$ cat config.mk
export PLATFORM = sky130hd
export DESIGN_NAME = student_tlul_host_arb
export DESIGN_NICKNAME = d
export VERILOG_FILES = /design/src/rtl/student_tlul_arb_pkg.sv /design/src/rtl/tlul_pkg.sv /design/src/rtl/student_arb_fifo.sv /design/src/rtl/student_tlul_host_arb.sv
export SDC_FILE = /design/constraint.sdc
export NUM_CORES = 1
export LEC_CHECK = 0
export CORE_AREA = 2 2 163 165
export CTS_BUF_LIST = sky130_fd_sc_hd__clkbuf_8
export DETAILED_ROUTE_END_ITERATION = 8
export DIE_AREA = 0 0 165 167
export PLACE_DENSITY = 0.53
export SKIP_LAST_GASP = 1
export SYNTH_ARGS = -nofsm -noshare
export SYNTH_HDL_FRONTEND = slang
export SYNTH_SLANG_ARGS = --single-unit
export TNS_END_PERCENT = 50
$ cat constraint.sdc
create_clock -name clk_i -period 3.05 [get_ports clk_i]
set_input_delay 0.7625 -clock clk_i [delete_from_list [all_inputs] [get_ports clk_i]]
set_output_delay 0.7625 -clock clk_i [all_outputs]
set_load 0.1 [all_outputs]
$ cat src/rtl/student_tlul_arb_pkg.sv
// Host identifiers and arbiter state types for the two-host TL-UL arbiter.
`timescale 1ns/1ps
package student_tlul_arb_pkg;

  typedef logic host_id_t;

  localparam host_id_t HostCpu = 1'b0;
  localparam host_id_t HostDma = 1'b1;

  typedef enum logic {
    LockIdle,
    LockHeld
  } lock_state_e;

  function automatic host_id_t other_host(input host_id_t h);
    return ~h;
  endfunction

endpackage

$ cat src/rtl/tlul_pkg.sv
// Minimal TL-UL channel definitions shared by hosts, arbiter and device port.
`timescale 1ns/1ps
package tlul_pkg;

  typedef enum logic [2:0] {
    PutFullData    = 3'h0,
    PutPartialData = 3'h1,
    Get            = 3'h4
  } tl_a_op_e;

  typedef enum logic [2:0] {
    AccessAck     = 3'h0,
    AccessAckData = 3'h1
  } tl_d_op_e;

  typedef struct packed {
    logic        a_valid;
    tl_a_op_e    a_opcode;
    logic [2:0]  a_param;
    logic [1:0]  a_size;
    logic [7:0]  a_source;
    logic [31:0] a_address;
    logic [3:0]  a_mask;
    logic [31:0] a_data;
    logic        d_ready;
  } tl_h2d_t;

  typedef struct packed {
    logic        d_valid;
    tl_d_op_e    d_opcode;
    logic [2:0]  d_param;
    logic [1:0]  d_size;
    logic [7:0]  d_source;
    logic        d_sink;
    logic [31:0] d_data;
    logic        d_error;
    logic        a_ready;
  } tl_d2h_t;

endpackage

$ cat src/rtl/student_arb_fifo.sv
// Small synchronous FIFO tracking which host owns each outstanding A beat.
`timescale 1ns/1ps
module student_arb_fifo #(
  parameter int unsigned Depth = 4,
  parameter int unsigned Width = 1
) (
  input  logic             clk_i,
  input  logic             rst_ni,
  input  logic             push_i,
  input  logic [Width-1:0] wdata_i,
  input  logic             pop_i,
  output logic [Width-1:0] rdata_o,
  output logic             full_o,
  output logic             empty_o
);

  localparam int unsigned PtrW = $clog2(Depth);
  localparam logic [PtrW:0] FullCnt = (PtrW+1)'(Depth);

  logic [PtrW-1:0] wptr_q, rptr_q;
  logic [PtrW:0]   count_q;
  logic [Width-1:0] mem_q [Depth];
  logic push_ok, pop_ok;

  assign full_o  = (count_q == FullCnt);
  assign empty_o = (count_q == '0);
  assign push_ok = push_i && !full_o;
  assign pop_ok  = pop_i && !empty_o;
  assign rdata_o = mem_q[rptr_q];

  // Pointers are exactly log2(Depth) bits, so wrap-around is free.
  always_ff @(posedge clk_i or negedge rst_ni) begin
    if (!rst_ni) begin
      wptr_q  <= '0;
      rptr_q  <= '0;
      count_q <= '0;
    end else begin
      if (push_ok) wptr_q <= wptr_q + PtrW'(1);
      if (pop_ok)  rptr_q <= rptr_q + PtrW'(1);
      if (push_ok && !pop_ok)      count_q <= count_q + (PtrW+1)'(1);
      else if (pop_ok && !push_ok) count_q <= count_q - (PtrW+1)'(1);
    end
  end

  always_ff @(posedge clk_i) begin
    if (push_ok) mem_q[wptr_q] <= wdata_i;
  end

endmodule

$ cat src/rtl/student_tlul_host_arb.sv
// Two-host TL-UL arbiter: round-robin A-channel merge with grant lock,
// D-channel return steered by an in-order outstanding-host queue.
`timescale 1ns/1ps
module student_tlul_host_arb
  import student_tlul_arb_pkg::*;
#(
  parameter int unsigned MaxOutstanding = 4
) (
  input  logic              clk_i,
  input  logic              rst_ni,
  input  tlul_pkg::tl_h2d_t tl_h0_i,
  output tlul_pkg::tl_d2h_t tl_h0_o,
  input  tlul_pkg::tl_h2d_t tl_h1_i,
  output tlul_pkg::tl_d2h_t tl_h1_o,
  output tlul_pkg::tl_h2d_t tl_dev_o,
  input  tlul_pkg::tl_d2h_t tl_dev_i,
  output logic              orphan_o
);

  lock_state_e lock_q;
  host_id_t    lock_host_q, last_gnt_q, gnt, head;
  logic [1:0]  req;
  logic        lock_active, gnt_valid, fifo_full, fifo_empty;
  logic        dev_a_valid, host_a_ready, a_hs, head_d_ready, dev_d_ready, d_hs;
  tlul_pkg::tl_h2d_t sel_req;
  tlul_pkg::tl_d2h_t d_rsp;

  assign req = {tl_h1_i.a_valid, tl_h0_i.a_valid};

  // A locked host that has gone idle releases the grant in the same cycle.
  always_comb begin
    lock_active = (lock_q == LockHeld) && req[lock_host_q];
    if (lock_active)   gnt = lock_host_q;
    else if (&req)     gnt = other_host(last_gnt_q);
    else if (req[HostDma]) gnt = HostDma;
    else               gnt = HostCpu;
    gnt_valid    = req[gnt];
    sel_req      = (gnt == HostDma) ? tl_h1_i : tl_h0_i;
    dev_a_valid  = rst_ni && gnt_valid && !fifo_full;
    host_a_ready = dev_a_valid && tl_dev_i.a_ready;
    a_hs         = host_a_ready;
    head_d_ready = (head == HostDma) ? tl_h1_i.d_ready : tl_h0_i.d_ready;
    dev_d_ready  = rst_ni && (fifo_empty || head_d_ready);
    d_hs         = tl_dev_i.d_valid && dev_d_ready && !fifo_empty;
  end

  assign orphan_o = rst_ni && fifo_empty && tl_dev_i.d_valid;

  always_comb begin
    tl_dev_o         = sel_req;
    tl_dev_o.a_valid = dev_a_valid;
    tl_dev_o.d_ready = dev_d_ready;
    d_rsp            = tl_dev_i;
    d_rsp.a_ready    = 1'b0;
    d_rsp.d_valid    = rst_ni && !fifo_empty && tl_dev_i.d_valid;
    tl_h0_o = '0;
    tl_h1_o = '0;
    if (!fifo_empty) begin
      if (head == HostDma) tl_h1_o = d_rsp;
      else                 tl_h0_o = d_rsp;
    end
    tl_h0_o.a_ready = host_a_ready && (gnt == HostCpu);
    tl_h1_o.a_ready = host_a_ready && (gnt == HostDma);
  end

  always_ff @(posedge clk_i or negedge rst_ni) begin
    if (!rst_ni) begin
      lock_q      <= LockIdle;
      lock_host_q <= HostCpu;
      last_gnt_q  <= HostDma;
    end else if (a_hs) begin
      lock_q     <= LockIdle;
      last_gnt_q <= gnt;
    end else if (gnt_valid) begin
      lock_q      <= LockHeld;
      lock_host_q <= gnt;
    end else begin
      lock_q <= LockIdle;
    end
  end

  student_arb_fifo #(
    .Depth(MaxOutstanding),
    .Width(1)
  ) u_fifo (
    .clk_i   (clk_i),
    .rst_ni  (rst_ni),
    .push_i  (a_hs),
    .wdata_i (gnt),
    .pop_i   (d_hs),
    .rdata_o (head),
    .full_o  (fifo_full),
    .empty_o (fifo_empty)
  );

endmodule

After elaboration in Yosys (flattened, before gate mapping)
Memory sizes are Yosys's and may differ from the RTL's.
Index checks and enable logic that the tools add are counted.
- register bits: 10
- bits in writable memories: 4
- output and inout port bits: 191
- memories kept: 1
- memory list (name ; words ; bits a word ; rd ports ; clocked after memory_dff ; wr ports ; line ; source):
    u_fifo.mem_q ; 4 ; 1 ; 1 ; 0 ; 1 ; student_arb_fifo.sv:22 ; logic [Width-1:0] mem_q [Depth];
- add/subtract/negate cells: 4
- magnitude comparators: 2
- equal/unequal tests: 1
- muxes and demuxes: 19
- bitwise gates (word level): 3
- reduce and logical (&&, ||, !) cells: 26
- operators by type and width (cell ; count):
    $mux W52 ; 4
    $mux W85 ; 1
    $logic_and A1 B1 Y1 ; 17
    $mux W1 ; 12
    $mux W3 ; 2
    $add A2 B1 Y2 const B ; 2
    $logic_not A1 Y1 ; 4
    $lt A1 B2 Y1 const B ; 2
    $reduce_and A2 Y1 ; 2
    $add A3 B1 Y3 const B ; 1
    $eq A3 B3 Y1 const B ; 1
    $logic_not A3 Y1 ; 1
    $not A1 Y1 ; 3
    $sub A3 B1 Y3 const B ; 1
    $reduce_bool A2 Y1 ; 1
    $logic_or A1 B1 Y1 ; 1

Longest topological paths before layout
- depth in word-level cells: 14
- mapped depth: 10

Cells and area by module
A second synthesis with hierarchy kept.
- cells, all modules: 276
- area, all modules: 2522.4 um2
- by module, submodules not included (module ; times used ; cells each ; area each (um2) ; sequential area each (um2)):
    student_tlul_host_arb ; 1 ; 234 ; 1946.9 ; 76.3
    student_arb_fifo ; 1 ; 42 ; 575.6 ; 295.3

Worst setup path after synthesis
Ideal clock, no wire load.
- path type: input port to output port
- from: in tl_h0_i[85] (netlist name)
- to: out tl_h0_o[0] (netlist name)
- data arrival time: 2566 ps
- required time: 2288 ps
- slack: -279 ps
- stages: 6
- path buffers: 2
- path through: o21ai_1 nand2_2 buf_6 buf_6 inv_1 nor2_1
- RTL lines (what ; line ; source):
    start, declared ; student_tlul_host_arb.sv:11 ; input tlul_pkg::tl_h2d_t tl_h0_i,
    end, declared ; student_tlul_host_arb.sv:12 ; output tlul_pkg::tl_d2h_t tl_h0_o,

==> results.env <==
DRT_DRC_VIOLATIONS_LEFT=0
CTSHTREEMAXLEVEL=1
NUMCTSBUFFERS=3
CP_SLOWEST_CELL='sky130_fd_sc_hd__clkdlybuf4s50_1'
DRT_PASS1_ITERATIONS=4
TOTAL_GLOBAL_ROUTING_OVERFLOW=0
CRIT_TYPE='input pin to output pin'
CTS.CLK_SLEW.WORST_PATHS_PS=60
NETS=986
FIN_CRIT_PS=2970
DETAILEDROUTE.FIRSTITERATIONVIOLATIONS=147
FINCLKSKEW_PS=3.75
CLOCK_LATENCY_PS=240
NETLIST-CELL-TYPE-COUNT=31
POST-ROUTE-CELL-AREA_SQ_UM=9290
TOTALPOWERFINAL_uW=10300
PATH_BUF_INV=3
SYN-MEAN-INSTANCE-AREA_SQ_UM=7.48
GRT_SETUP_UNREPAIRED='false'
FINAL_LAYOUT_SIZE_SUFFIX_GT1_SHARE_PCT=46.2
SYN-CELL-AREA_SQ_UM=2560
DPL_CELL_AREA_SQ_UM=9190
WORST_PATH_DOMINANT_CELL_FAMILY='buffers and inverters'
REPORT.FINAL.HOLD_VIOL_COUNT=0
DRT-TOTAL-WL_UM=19700
WORSTPATHCELLLIST='clkdlybuf4s50_1, o21ai_0, or3_1, buf_4, nor2_2, buf_12'
ROW_COUNT=59
RUN_STATUS='finished clean'
FINALSETUPVIOLATIONS=0
MAX_CAP_VIOLATIONS=0
NUMBER_OF_GLOBAL_ROUTE_VIAS_BEFORE_REPAIR=4304
CTS.SINK_COUNT=14
GRT_PASS1_WL_UM=27700
SYNTH.FF_LATCH_COUNT=14
TRITONCTS='built'
DESIGN.CORE.AREA_SQ_UM=25800
GP_CONGESTION=0.860
SLEW_HEADROOM_PCT=77.1
DATA_ARRIVAL_TIME_AT_THE_WORST_SLACK_ENDPOINT_PS=2210
SYN-NUM-NETS=574
CTS_ROOT_BUFFER='sky130_fd_sc_hd__clkbuf_8'
IO-PIN-COUNT=417
POWER.STATIC_LEAKAGE_uW=0.00391
TRACK_USAGE_PCT=13.4
DPL.HPWL_UM=17300
PRE_CTS_SLACK_PS=-103
SEQUENTIAL_CELL_AREA_SQ_UM=372
WORST_PIN_SLEW_PS=343
POST_SYNTH_INST_COUNT=342
HP-CLASS='register to register'
CTS_MAX_PATH_BUFFERS=2
SMALLEST_SETUP_SLACK_AFTER_LAYOUT_PS=75.2
ANTENNA_FOUND_INITIAL=5
NUM_VIAS=4076
DIE_X_UM=165
FMAX_MHz=336
CRITPATHREQUIREDTIME_PS=2290
CRIT_PATH_MAX_INCR_DELAY_PS=470
DRTANTENNAVIOLNETS=0
GRT_MAX_DEGREE=52
CRITICAL_PATH.STARTPOINT_TYPE='input pin'
MULTI_INPUT_AREA_SQ_UM=2110
CRITICAL_PATH.MAX_FANOUT=4
ROUTED_VIA_DENSITY=3.73
NUMPORTBUFFERS=416
NUM-FILL-CELLS=2534
POWER.DENSITY_nW_PER_UM2=1100
YOSYSSEQAREASHARE_PCT=14.5
POST-ROUTE-PERIOD-UTIL_PCT=97.5
MAXSLEWVIOLCOUNT=0
SYN_TO_FINAL_GROWTH_PCT=263
DESIGN.DIE.AREA_SQ_UM=27600
WORST_IR_DROP_VDD_mV=0.916
INITIAL_CORE_UTIL_PCT=9.93
DRT-WIRELENGTH-PER-CELL_UM=18.0
YS_WARNS=0
DIE-HEIGHT_UM=167
CP-END-KIND='output pin'
## where the power goes
part / leakage (uW) / internal (uW) / switching [uW]
Clock: 0.0000232 / 89.0 / 65.7
Combinational: 0.00374 / 3300 / 6470
Sequential: 0.000152 / 261 / 70.3
Total: 0.00391 / 3650 / 6610
## cells by family after synthesis
group	synth area share (%)
AND/OR/NAND/NOR	27.9
multiplexers	41.5
buffers and inverters	8.51
flip-flops	14.5
AO/OA/AOI/OAI	2.59
adder cells (fa/ha/maj)	3.23
XOR/XNOR	1.71
## layout make-up
cell class	count	share of cell area [%]
inverters	6	0.242
flip-flops and latches	14	4.00
well taps	335	4.51
multi-input cells	293	22.7
clock inverters	1	0.0404
repair buffers	436	67.9
clock buffers	3	0.444
diodes	4	0.108
## layer usage
layer	vias to the layer above	global-route usage, %	part of all wire [%]
li1	1941	-	-
met1	1858	13.8	33
met2	265	24.6	53
met3	10	6.08	13
met4	2	3.18	1.2
met5	-	0	0.061
## Yosys cell counts
| library cell | instances | area [sq um] |
|---|---|---|
| sky130_fd_sc_hd__nor2_1 | 108 | 405 |
| sky130_fd_sc_hd__mux2_2 | 69 | 777 |
| sky130_fd_sc_hd__nand2_1 | 56 | 210 |
| sky130_fd_sc_hd__mux2_4 | 17 | 255 |
| sky130_fd_sc_hd__buf_2 | 12 | 60.1 |
| sky130_fd_sc_hd__dfrtp_1 | 9 | 225 |
| sky130_fd_sc_hd__buf_6 | 7 | 78.8 |
| sky130_fd_sc_hd__clkbuf_1 | 7 | 26.3 |
| sky130_fd_sc_hd__inv_1 | 6 | 22.5 |
| sky130_fd_sc_hd__o21ai_0 | 6 | 30.0 |
| sky130_fd_sc_hd__ha_1 | 5 | 62.6 |
| sky130_fd_sc_hd__and2_1 | 4 | 25.0 |
| sky130_fd_sc_hd__buf_4 | 4 | 30.0 |
| sky130_fd_sc_hd__edfxtp_1 | 4 | 120 |
| sky130_fd_sc_hd__mux2i_1 | 3 | 30.0 |
| sky130_fd_sc_hd__xnor2_1 | 3 | 26.3 |
| sky130_fd_sc_hd__a21oi_1 | 2 | 10.0 |
| sky130_fd_sc_hd__and3_1 | 2 | 12.5 |
| sky130_fd_sc_hd__nand2b_1 | 2 | 12.5 |
| sky130_fd_sc_hd__nor2b_1 | 2 | 12.5 |
| sky130_fd_sc_hd__o21ai_1 | 2 | 10.0 |
| sky130_fd_sc_hd__or3_1 | 2 | 12.5 |
| sky130_fd_sc_hd__xor2_1 | 2 | 17.5 |
| sky130_fd_sc_hd__dfstp_2 | 1 | 26.3 |
| sky130_fd_sc_hd__fa_1 | 1 | 20.0 |
| sky130_fd_sc_hd__nand2_2 | 1 | 6.26 |
| sky130_fd_sc_hd__nand3_1 | 1 | 5.00 |
| sky130_fd_sc_hd__nor3_1 | 1 | 5.00 |
| sky130_fd_sc_hd__nor3b_1 | 1 | 7.51 |
| sky130_fd_sc_hd__o21a_1 | 1 | 7.51 |
| sky130_fd_sc_hd__o31a_1 | 1 | 8.76 |
## per-stage QoR
step / std cells / utilization, % / hold slack (ps) / TNS [ps]
2_1_floorplan: 342 / - / 457 / -6390
3_3_place_gp: 1082 / 35.7 / 470 / -6330
5_1_grt: 1092 / 36.1 / 532 / 0
4_1_cts: 1088 / 36.0 / 499 / 0
6_report: 1092 / 36.1 / 490 / 0
3_5_place_dp: 1082 / 35.7 / 490 / -5570
## path summary, 6_finish.rpt
kind	start	depth (start not counted)	slack, ps	endpoint
worst max-delay path	rst_ni	6	80	tl_h0_o[0]
worst min-delay path	last_gnt_q	2	490	last_gnt_q
worst max register to register	u_fifo.count_q[1]	9	560	u_fifo.count_q[2]
worst min register to register	last_gnt_q	2	490	last_gnt_q
max in group asynchronous	rst_ni	2	1970	last_gnt_q
min in group asynchronous	rst_ni	2	840	lock_host_q
## timing repair
action / 4_1_cts / 5_1_grt
cloned: 2 / 0
hold buffers: 0 / 0
resized for setup: 5 / 1
buffers inserted: 0 / 0
endpoints found under the setup margin: 85 / 2
pin swaps: 1 / 0
## worst register-to-register path: cells and delay by family (launching register included)
kind            cells  cell delay [ps]
compound gates      1              120
buf+inv             1               60
fa+ha+maj           2              580
simple gates        3              920
xor+xnor            2              300
flops               1              430
## cell usage in the layout (no fill, tap or decap), types with 2 or more instances in the layout
master,n
sky130_fd_sc_hd__diode_2,4
sky130_fd_sc_hd__o21ai_0,6
sky130_fd_sc_hd__buf_4,14
sky130_fd_sc_hd__edfxtp_1,4
sky130_fd_sc_hd__nor2b_1,2
sky130_fd_sc_hd__nor2_1,67
sky130_fd_sc_hd__xnor2_1,3
sky130_fd_sc_hd__ha_1,5
sky130_fd_sc_hd__nand2_1,56
sky130_fd_sc_hd__clkbuf_8,3
sky130_fd_sc_hd__xor2_1,2
sky130_fd_sc_hd__dfrtp_1,9
sky130_fd_sc_hd__nand2b_1,2
sky130_fd_sc_hd__mux2_4,17
sky130_fd_sc_hd__nor2_2,41
sky130_fd_sc_hd__inv_1,6
sky130_fd_sc_hd__a21oi_1,2
sky130_fd_sc_hd__mux2_2,69
sky130_fd_sc_hd__buf_12,196
sky130_fd_sc_hd__o21ai_4,2
sky130_fd_sc_hd__and2_1,4
sky130_fd_sc_hd__and3_1,2
sky130_fd_sc_hd__mux2i_1,3
sky130_fd_sc_hd__nand2_4,2
sky130_fd_sc_hd__clkdlybuf4s50_1,223
## sequential cells by signal, indices dropped and copies added, names as in the netlist
signal,flops
u_fifo.count_q,3
u_fifo.rptr_q,2
u_fifo.mem_q,4
lock_host_q,1
u_fifo.wptr_q,2
lock_q,1
last_gnt_q,1
(Power assumes the default switching activity.)
